File: src/rtl/cn_trace_buffer.sv
// Trace buffer for the core's (c, n) outputs: stores only changed pairs, stamped with a
// free-running cycle index, in a show-ahead FIFO; flags large c steps and dropped entries.
module cn_trace_buffer #(
  parameter int DEPTH    = 8,
  parameter int W        = 11,
  parameter int TW       = 16,
  parameter int MAX_STEP = 4
) (
  input  logic                   clk,
  input  logic                   rst,
  input  logic                   in_valid,
  input  logic [W-1:0]           c,
  input  logic [W-1:0]           n,
  input  logic                   out_ready,
  output logic                   out_valid,
  output logic [W-1:0]           out_c,
  output logic [W-1:0]           out_n,
  output logic [TW-1:0]          out_idx,
  output logic [$clog2(DEPTH):0] level,
  output logic                   overflow,
  output logic [7:0]             drop_cnt,
  output logic                   step_err
);
  localparam int AW = $clog2(DEPTH);
  localparam int LW = AW + 1;
  localparam int DW = W + 1;
  localparam int EW = TW + 2 * W;

  logic [TW-1:0] cyc_q, cyc_d;
  logic          have_prev_q, have_prev_d;
  logic [W-1:0]  prev_c_q, prev_c_d;
  logic [W-1:0]  prev_n_q, prev_n_d;
  logic          step_err_q, step_err_d;
  logic          overflow_q, overflow_d;
  logic [7:0]    drop_cnt_q, drop_cnt_d;
  logic [AW-1:0] wr_ptr_q, wr_ptr_d;
  logic [AW-1:0] rd_ptr_q, rd_ptr_d;
  logic [LW-1:0] level_q, level_d;
  logic [EW-1:0] mem_q [DEPTH];

  logic          push_req;
  logic          pop;
  logic          push_acc;
  logic          push_drop;
  logic [DW-1:0] diff;
  logic [DW-1:0] abs_diff;
  logic [EW-1:0] head;

  assign push_req  = in_valid && (!have_prev_q || (c != prev_c_q) || (n != prev_n_q));
  assign pop       = (level_q != '0) && out_ready;
  // A pop in the same cycle frees a slot, so a full FIFO still accepts the push.
  assign push_acc  = push_req && ((level_q < LW'(DEPTH)) || pop);
  assign push_drop = push_req && !push_acc;

  // Extra bit keeps the difference signed without wrapping at the W-bit boundary.
  assign diff     = {1'b0, c} - {1'b0, prev_c_q};
  assign abs_diff = diff[W] ? (~diff + DW'(1)) : diff;

  always_comb begin
    cyc_d       = cyc_q + TW'(1);
    have_prev_d = have_prev_q;
    prev_c_d    = prev_c_q;
    prev_n_d    = prev_n_q;
    step_err_d  = step_err_q;
    overflow_d  = overflow_q;
    drop_cnt_d  = drop_cnt_q;
    wr_ptr_d    = wr_ptr_q;
    rd_ptr_d    = rd_ptr_q;
    level_d     = level_q;

    if (in_valid) begin
      have_prev_d = 1'b1;
      prev_c_d    = c;
      prev_n_d    = n;
      if (have_prev_q && (abs_diff > DW'(MAX_STEP))) begin
        step_err_d = 1'b1;
      end
    end

    if (pop) begin
      rd_ptr_d = rd_ptr_q + AW'(1);
    end
    if (push_acc) begin
      wr_ptr_d = wr_ptr_q + AW'(1);
    end
    if (push_drop) begin
      overflow_d = 1'b1;
      if (drop_cnt_q != 8'hFF) begin
        drop_cnt_d = drop_cnt_q + 8'd1;
      end
    end

    unique case ({push_acc, pop})
      2'b10:   level_d = level_q + LW'(1);
      2'b01:   level_d = level_q - LW'(1);
      default: level_d = level_q;
    endcase
  end

  always_ff @(posedge clk or negedge rst) begin
    if (!rst) begin
      cyc_q       <= '0;
      have_prev_q <= 1'b0;
      prev_c_q    <= '0;
      prev_n_q    <= '0;
      step_err_q  <= 1'b0;
      overflow_q  <= 1'b0;
      drop_cnt_q  <= '0;
      wr_ptr_q    <= '0;
      rd_ptr_q    <= '0;
      level_q     <= '0;
    end else begin
      cyc_q       <= cyc_d;
      have_prev_q <= have_prev_d;
      prev_c_q    <= prev_c_d;
      prev_n_q    <= prev_n_d;
      step_err_q  <= step_err_d;
      overflow_q  <= overflow_d;
      drop_cnt_q  <= drop_cnt_d;
      wr_ptr_q    <= wr_ptr_d;
      rd_ptr_q    <= rd_ptr_d;
      level_q     <= level_d;
    end
  end

  // Storage needs no reset: the pointers alone decide what is visible.
  always_ff @(posedge clk) begin
    if (push_acc) begin
      mem_q[wr_ptr_q] <= {cyc_q, c, n};
    end
  end

  assign head      = mem_q[rd_ptr_q];
  assign out_valid = (level_q != '0);
  assign out_idx   = out_valid ? head[EW-1 -: TW] : '0;
  assign out_c     = out_valid ? head[2*W-1 -: W] : '0;
  assign out_n     = out_valid ? head[W-1:0] : '0;
  assign level     = level_q;
  assign overflow  = overflow_q;
  assign drop_cnt  = drop_cnt_q;
  assign step_err  = step_err_q;

endmodule
File: config.mk
export PLATFORM = sky130hd
export DESIGN_NAME = cn_trace_buffer
export DESIGN_NICKNAME = d
export VERILOG_FILES = /design/src/rtl/cn_trace_buffer.sv
export SDC_FILE = /design/constraint.sdc
export NUM_CORES = 1
export LEC_CHECK = 0
export BUFFER_PORTS_ARGS = -buffer_cell sky130_fd_sc_hd__buf_2
export CAP_MARGIN = 15
export CORE_UTILIZATION = 60
export CTS_CLUSTER_SIZE = 30
export DETAILED_ROUTE_END_ITERATION = 16
export GPL_ROUTABILITY_DRIVEN = 0
export PLACE_DENSITY = 0.79
export SLEW_MARGIN = 40
export SYNTH_ARGS = -nofsm -noshare
export SYNTH_HDL_FRONTEND = slang
export SYNTH_SLANG_ARGS = --single-unit
File: constraint.sdc
create_clock -name clk -period 6.5 [get_ports clk]
set_clock_uncertainty 0.1 [all_clocks]
set_input_delay 0.65 -clock clk [delete_from_list [all_inputs] [get_ports clk]]
set_output_delay 0.65 -clock clk [all_outputs]
set_load 0.1 [all_outputs]
Word-level counts from Yosys, hierarchy flattened
Memories as Yosys holds them, arrays and structs flattened.
Index checks and enable logic that the tools add are counted.
W data, S select, Z words.
{ "totals": {"reg_bits": 59, "ram_bits": 304, "mem_bits_ro": 0, "in_bits": 26, "wordCells": 48, "latchBits": 0, "mem_count": 1} }
{ "mem_list": {"columns": ["name", "words", "word_bits", "rd", "rd_clocked_by_memory_dff", "write_ports", "line_no", "text"], "rows": [
  ["mem_q", 8, 38, 1, 0, 1, "39", "logic [EW-1:0] mem_q [DEPTH];"]
]} }
{ "classes": {"mux": 7, "n_div": 0, "reduce_logical": 14, "add_sub_neg": 8, "magnitude_cmp": 2, "shifts": 0, "n_eq_ne": 5, "bitwise_logic": 1, "multipliers": 0} }
{ "op_table": {"columns": ["op", "count"], "rows": [
  ["$mux W11", 2],
  ["$ne A11 B11 Y1", 2],
  ["$add A16 B1 Y16 const B", 1],
  ["$mux W16", 1],
  ["$add A12 B1 Y12 const B", 1],
  ["$gt A12 B3 Y1 const B", 1],
  ["$mux W12", 1],
  ["$not A12 Y12", 1],
  ["$sub A11 B11 Y12", 1],
  ["$add A8 B1 Y8 const B", 1],
  ["$ne A8 B8 Y1 const B", 1],
  ["$pmux W4 S2", 1],
  ["$add A3 B1 Y3 const B", 2],
  ["$logic_and A1 B1 Y1", 5],
  ["$add A4 B1 Y4 const B", 1],
  ["$lt A4 B4 Y1 const B", 1],
  ["$reduce_and A2 Y1", 2],
  ["$reduce_bool A4 Y1", 1],
  ["$sub A4 B1 Y4 const B", 1],
  ["$logic_or A1 B1 Y1", 3],
  ["$eq A2 B1 Y1 const B", 1],
  ["$eq A2 B2 Y1 const B", 1],
  ["$logic_not A1 Y1", 2],
  ["$mux W1", 2],
  ["$reduce_bool A2 Y1", 1]
]} }

Logic depth before layout (Yosys ltp)
{ "logic_depth": {"depth_word": 8, "ltp_mapped": 16, "ltp_nobuf": 15} }

Worst setup path after synthesis
Ideal clock, no wire load.
{ "synth_path": {"path_type": "input to register", "from": "input port c[8]", "to": "memory mem_q[2][0] (netlist bit) (enable)", "setup_ns": 0.488, "arrival_time_ns": 4.718, "stages": 8, "slack_ns": 1.193, "path_buffers": 1, "path_cell_list": "ha_1 > clkbuf_1 > nand4_1 > nor4_1 > nand4_1 > nand2_1 > or3_1 > nor3b_1"} }
{ "synth_between": {"elab_chain_cells": 7} }
{ "synth_rtl": {"columns": ["item", "line_no", "text"], "rows": [
  ["from (decl)", "12", "input logic [W-1:0] c,"],
  ["$ne A11 B11 Y1", "49", "assign push_req = in_valid && (!have_prev_q || (c != prev_c_q) || (n != prev_n_q));"],
  ["$logic_or A1 B1 Y1 (2 in series)", "49", null],
  ["$logic_and A1 B1 Y1", "49", null],
  ["$logic_and A1 B1 Y1", "52", "assign push_acc = push_req && ((level_q < LW'(DEPTH)) || pop);"],
  ["$mux W1", "128", "if (push_acc) begin"],
  ["$mux W1 (not written as such)", "129", "mem_q[wr_ptr_q] <= {cyc_q, c, n};"],
  ["to (decl)", "39", null]
]} }
No other way between the ends.

Worst setup path in the final report
{ "layout_path": {"from": "register rd_ptr_q[0]", "to": "output port out_n[4]"} }
{ "layout_between": {"elab_chain_cells": 2} }
{ "layout_rtl": {"columns": ["item", "line_no", "text"], "rows": [
  ["from (decl)", "37", "logic [AW-1:0] rd_ptr_q, rd_ptr_d;"],
  ["from (signal assigned)", "121", "rd_ptr_q <= rd_ptr_d;"],
  ["$mem_v2 Z8 W38", null, null],
  ["$mux W11", "137", "assign out_n = out_valid ? head[W-1:0] : '0;"],
  ["to (decl)", "17", "output logic [W-1:0] out_n,"]
]} }
No other way between the ends.

==> impl_metrics.yaml <==
clocking:
  clock-sinks: 363
  cts_tree: "built"
  cts_hold_buf: 0
  cts.clk_slew.worst_paths_ps: 60
  cts_resized: 0
  clockBufferDepth: 3
  clk_latency_ps: 510
  cts_buffers: 36
  root_buffer: "clkbuf_16"
  cts_setup_buffers: 0
  htreeDepth: 2
floorplanning:
  fp.dieArea_mm2: 0.0254
  io_pins: 79
  rows: 57
  fp.dieH_um: 160
  core_mm2: 0.0243
  start_util_pct: 61.2
  dieWidth_um: 160
routing:
  drc: 0
  first_iter_violations: 594
  via_per_inst: 6.02
  drt-total-wl_mm: 28.7
  ant_nets: 0
  wl_per_cell_um: 22.5
  num_vias: 7672
  drt_first_pass_iters: 5
critical_path:
  r2r_slack_ps: 3140
  r2r-end: "mem_q[4][19]"
  required_ps: 5750
  reg2reg_depth: 9
  reg2reg_from: "prev_c_q[8]"
  setup.worst_path.class: "flip-flop to output pin"
  end_kind: "output pin"
  crit_path_max_fanout: 22
  cp-start-kind: "flip-flop"
  crit_arrival_ps: 3120
sta:
  worst_pin_slew_ps: 822
  finalCritPeriodShare_pct: 59.6
  rsz0062_at_grt: "false"
  slew_violations: 0
  finalHoldViolCount: 0
  timing.fmax_ghz: 0.258
  setup_violations: 0
  period_needed_ps: 3870
  finalSetupTns_ps: 0
  holdWs_ps: 107
  relSlewSlack_pct: 45.2
finish:
  final_cell_mix: "edfxtp_1 (304), buf_2 (78), mux4_2 (76), dfrtp_1 (56), nor2_1 (55)"
  fin_nets: 972
  n_antenna_cell: 0
  finalInstanceArea_mm2: 0.0169
  layout_commonest_cell: "edfxtp_1"
  fin_util_pct: 69.6
  multiInputGateArea_mm2: 0.00413
  ff_latch_area_mm2: 0.0106
  drive_above_1_share_pct: 27.8
  synthToLayoutAreaGrowth_pct: 13.7
  nFillCells: 1509
grt:
  grt_antenna_before_repair: 0
  grt_pass1_wl_mm: 45.7
  grt.overflow.total: 0
  grt_max_degree: 60
  grt_pass1_vias: 7960
  grt_util_all_layers_pct: 24.0
logic_synthesis:
  synth_nets: 871
  syn_area_per_cell_um2: 18.0
  synth_edf_count: 304
  synthFlopType: "edfxtp_1"
  synth_cell_types: 55
  yosysWarnings: 0
  ys_async_sr_fraction_pct: 16.3
  ys_ff_latch: 363
  seq_area_frac_synth_pct: 71.2
  syn-instance-count: 825
  syn_area_mm2: 0.0149
job:
  max_cap_violations: 0
hold_path:
  hold_path_class: "primary input to async pin"
run_status:
  status: "finished, final reports clean"
placement:
  place_area_mm2: 0.0157
  portBuffers: 78
  dp_hpwl_mm: 16.8
## per-layer routing
layer	wire length (um)	track usage [%]
met2	14400	39.5
met3	1600	3.57
met4	518	6.91
met5	0	0
met1	12200	33.8
## sequential cells by signal, indices dropped and copies added (netlist names), 3 cells and up
| signal | flops |
|---|---|
| drop_cnt | 8 |
| prev_n_q | 11 |
| wr_ptr_q | 3 |
| level | 4 |
| rd_ptr_q | 3 |
| cyc_q | 16 |
| prev_c_q | 11 |
| mem_q | 304 |
## cells in the mapped netlist (all sizes together) (18+ instances only)
library cell	count	area, um^2
edfxtp	304	9130
mux2i	38	380
ha	18	225
nand2	28	105
inv	21	78.8
o21ai	20	108
clkbuf	22	82.6
dfrtp	59	1480
xor2	24	210
nor2	57	214
mux4	76	1710
xnor2	20	175
nand3	19	95.1
## metrics by stage
step / cells / worst slack, ps
after floorplan: 825 / 1190
after global placement: 1211 / 2550
after detailed placement: 1211 / 2470
after CTS: 1274 / 2420
after global routing: 1275 / 2430
final: 1275 / 2630
## final cells by class
cell class | instances | area share, %
multi-input combinational | 407 | 24.4
tap | 324 | 2.39
sequential | 363 | 62.7
inverter | 21 | 0.466
timing repair buffer | 97 | 3.24
clock buffer | 51 | 5.96
clock inverter | 12 | 0.820
## worst max path at each step
stage | start | slack [ps] | end
global route | rd_ptr_q[0] | 2430 | out_n[4]
global placement | c[8] | 2550 | mem_q[4][23]
finish | rd_ptr_q[0] | 2630 | out_n[4]
detailed placement | c[8] | 2470 | mem_q[4][23]
floorplan | c[8] | 1190 | mem_q[2][0]
CTS | rd_ptr_q[0] | 2420 | out_n[4]
## worst max-delay path: stages (launching register included)
cell	delay, ps
dfrtp_4	660
buf_12	260
buf_4	440
mux4_2	580
mux2i_1	250
nor2_1	60
buf_2	310
## cell families (layout without fill, tap and decap cells)
logic type	count (synthesis)	after routing	share of synthesized area (%)
flip-flops	363	363	71.2
XOR/XNOR	44	44	2.59
adder cells (fa/ha/maj)	20	20	1.78
AO/OA/AOI/OAI	61	61	2.85
buffers and inverters	55	181	1.45
multiplexers	129	129	15.2
AND/OR/NAND/NOR	153	153	4.92
Power is left out: the tool's default activity adds up to more than one toggle a clock period on the data nets, which glitch-free logic cannot reach.
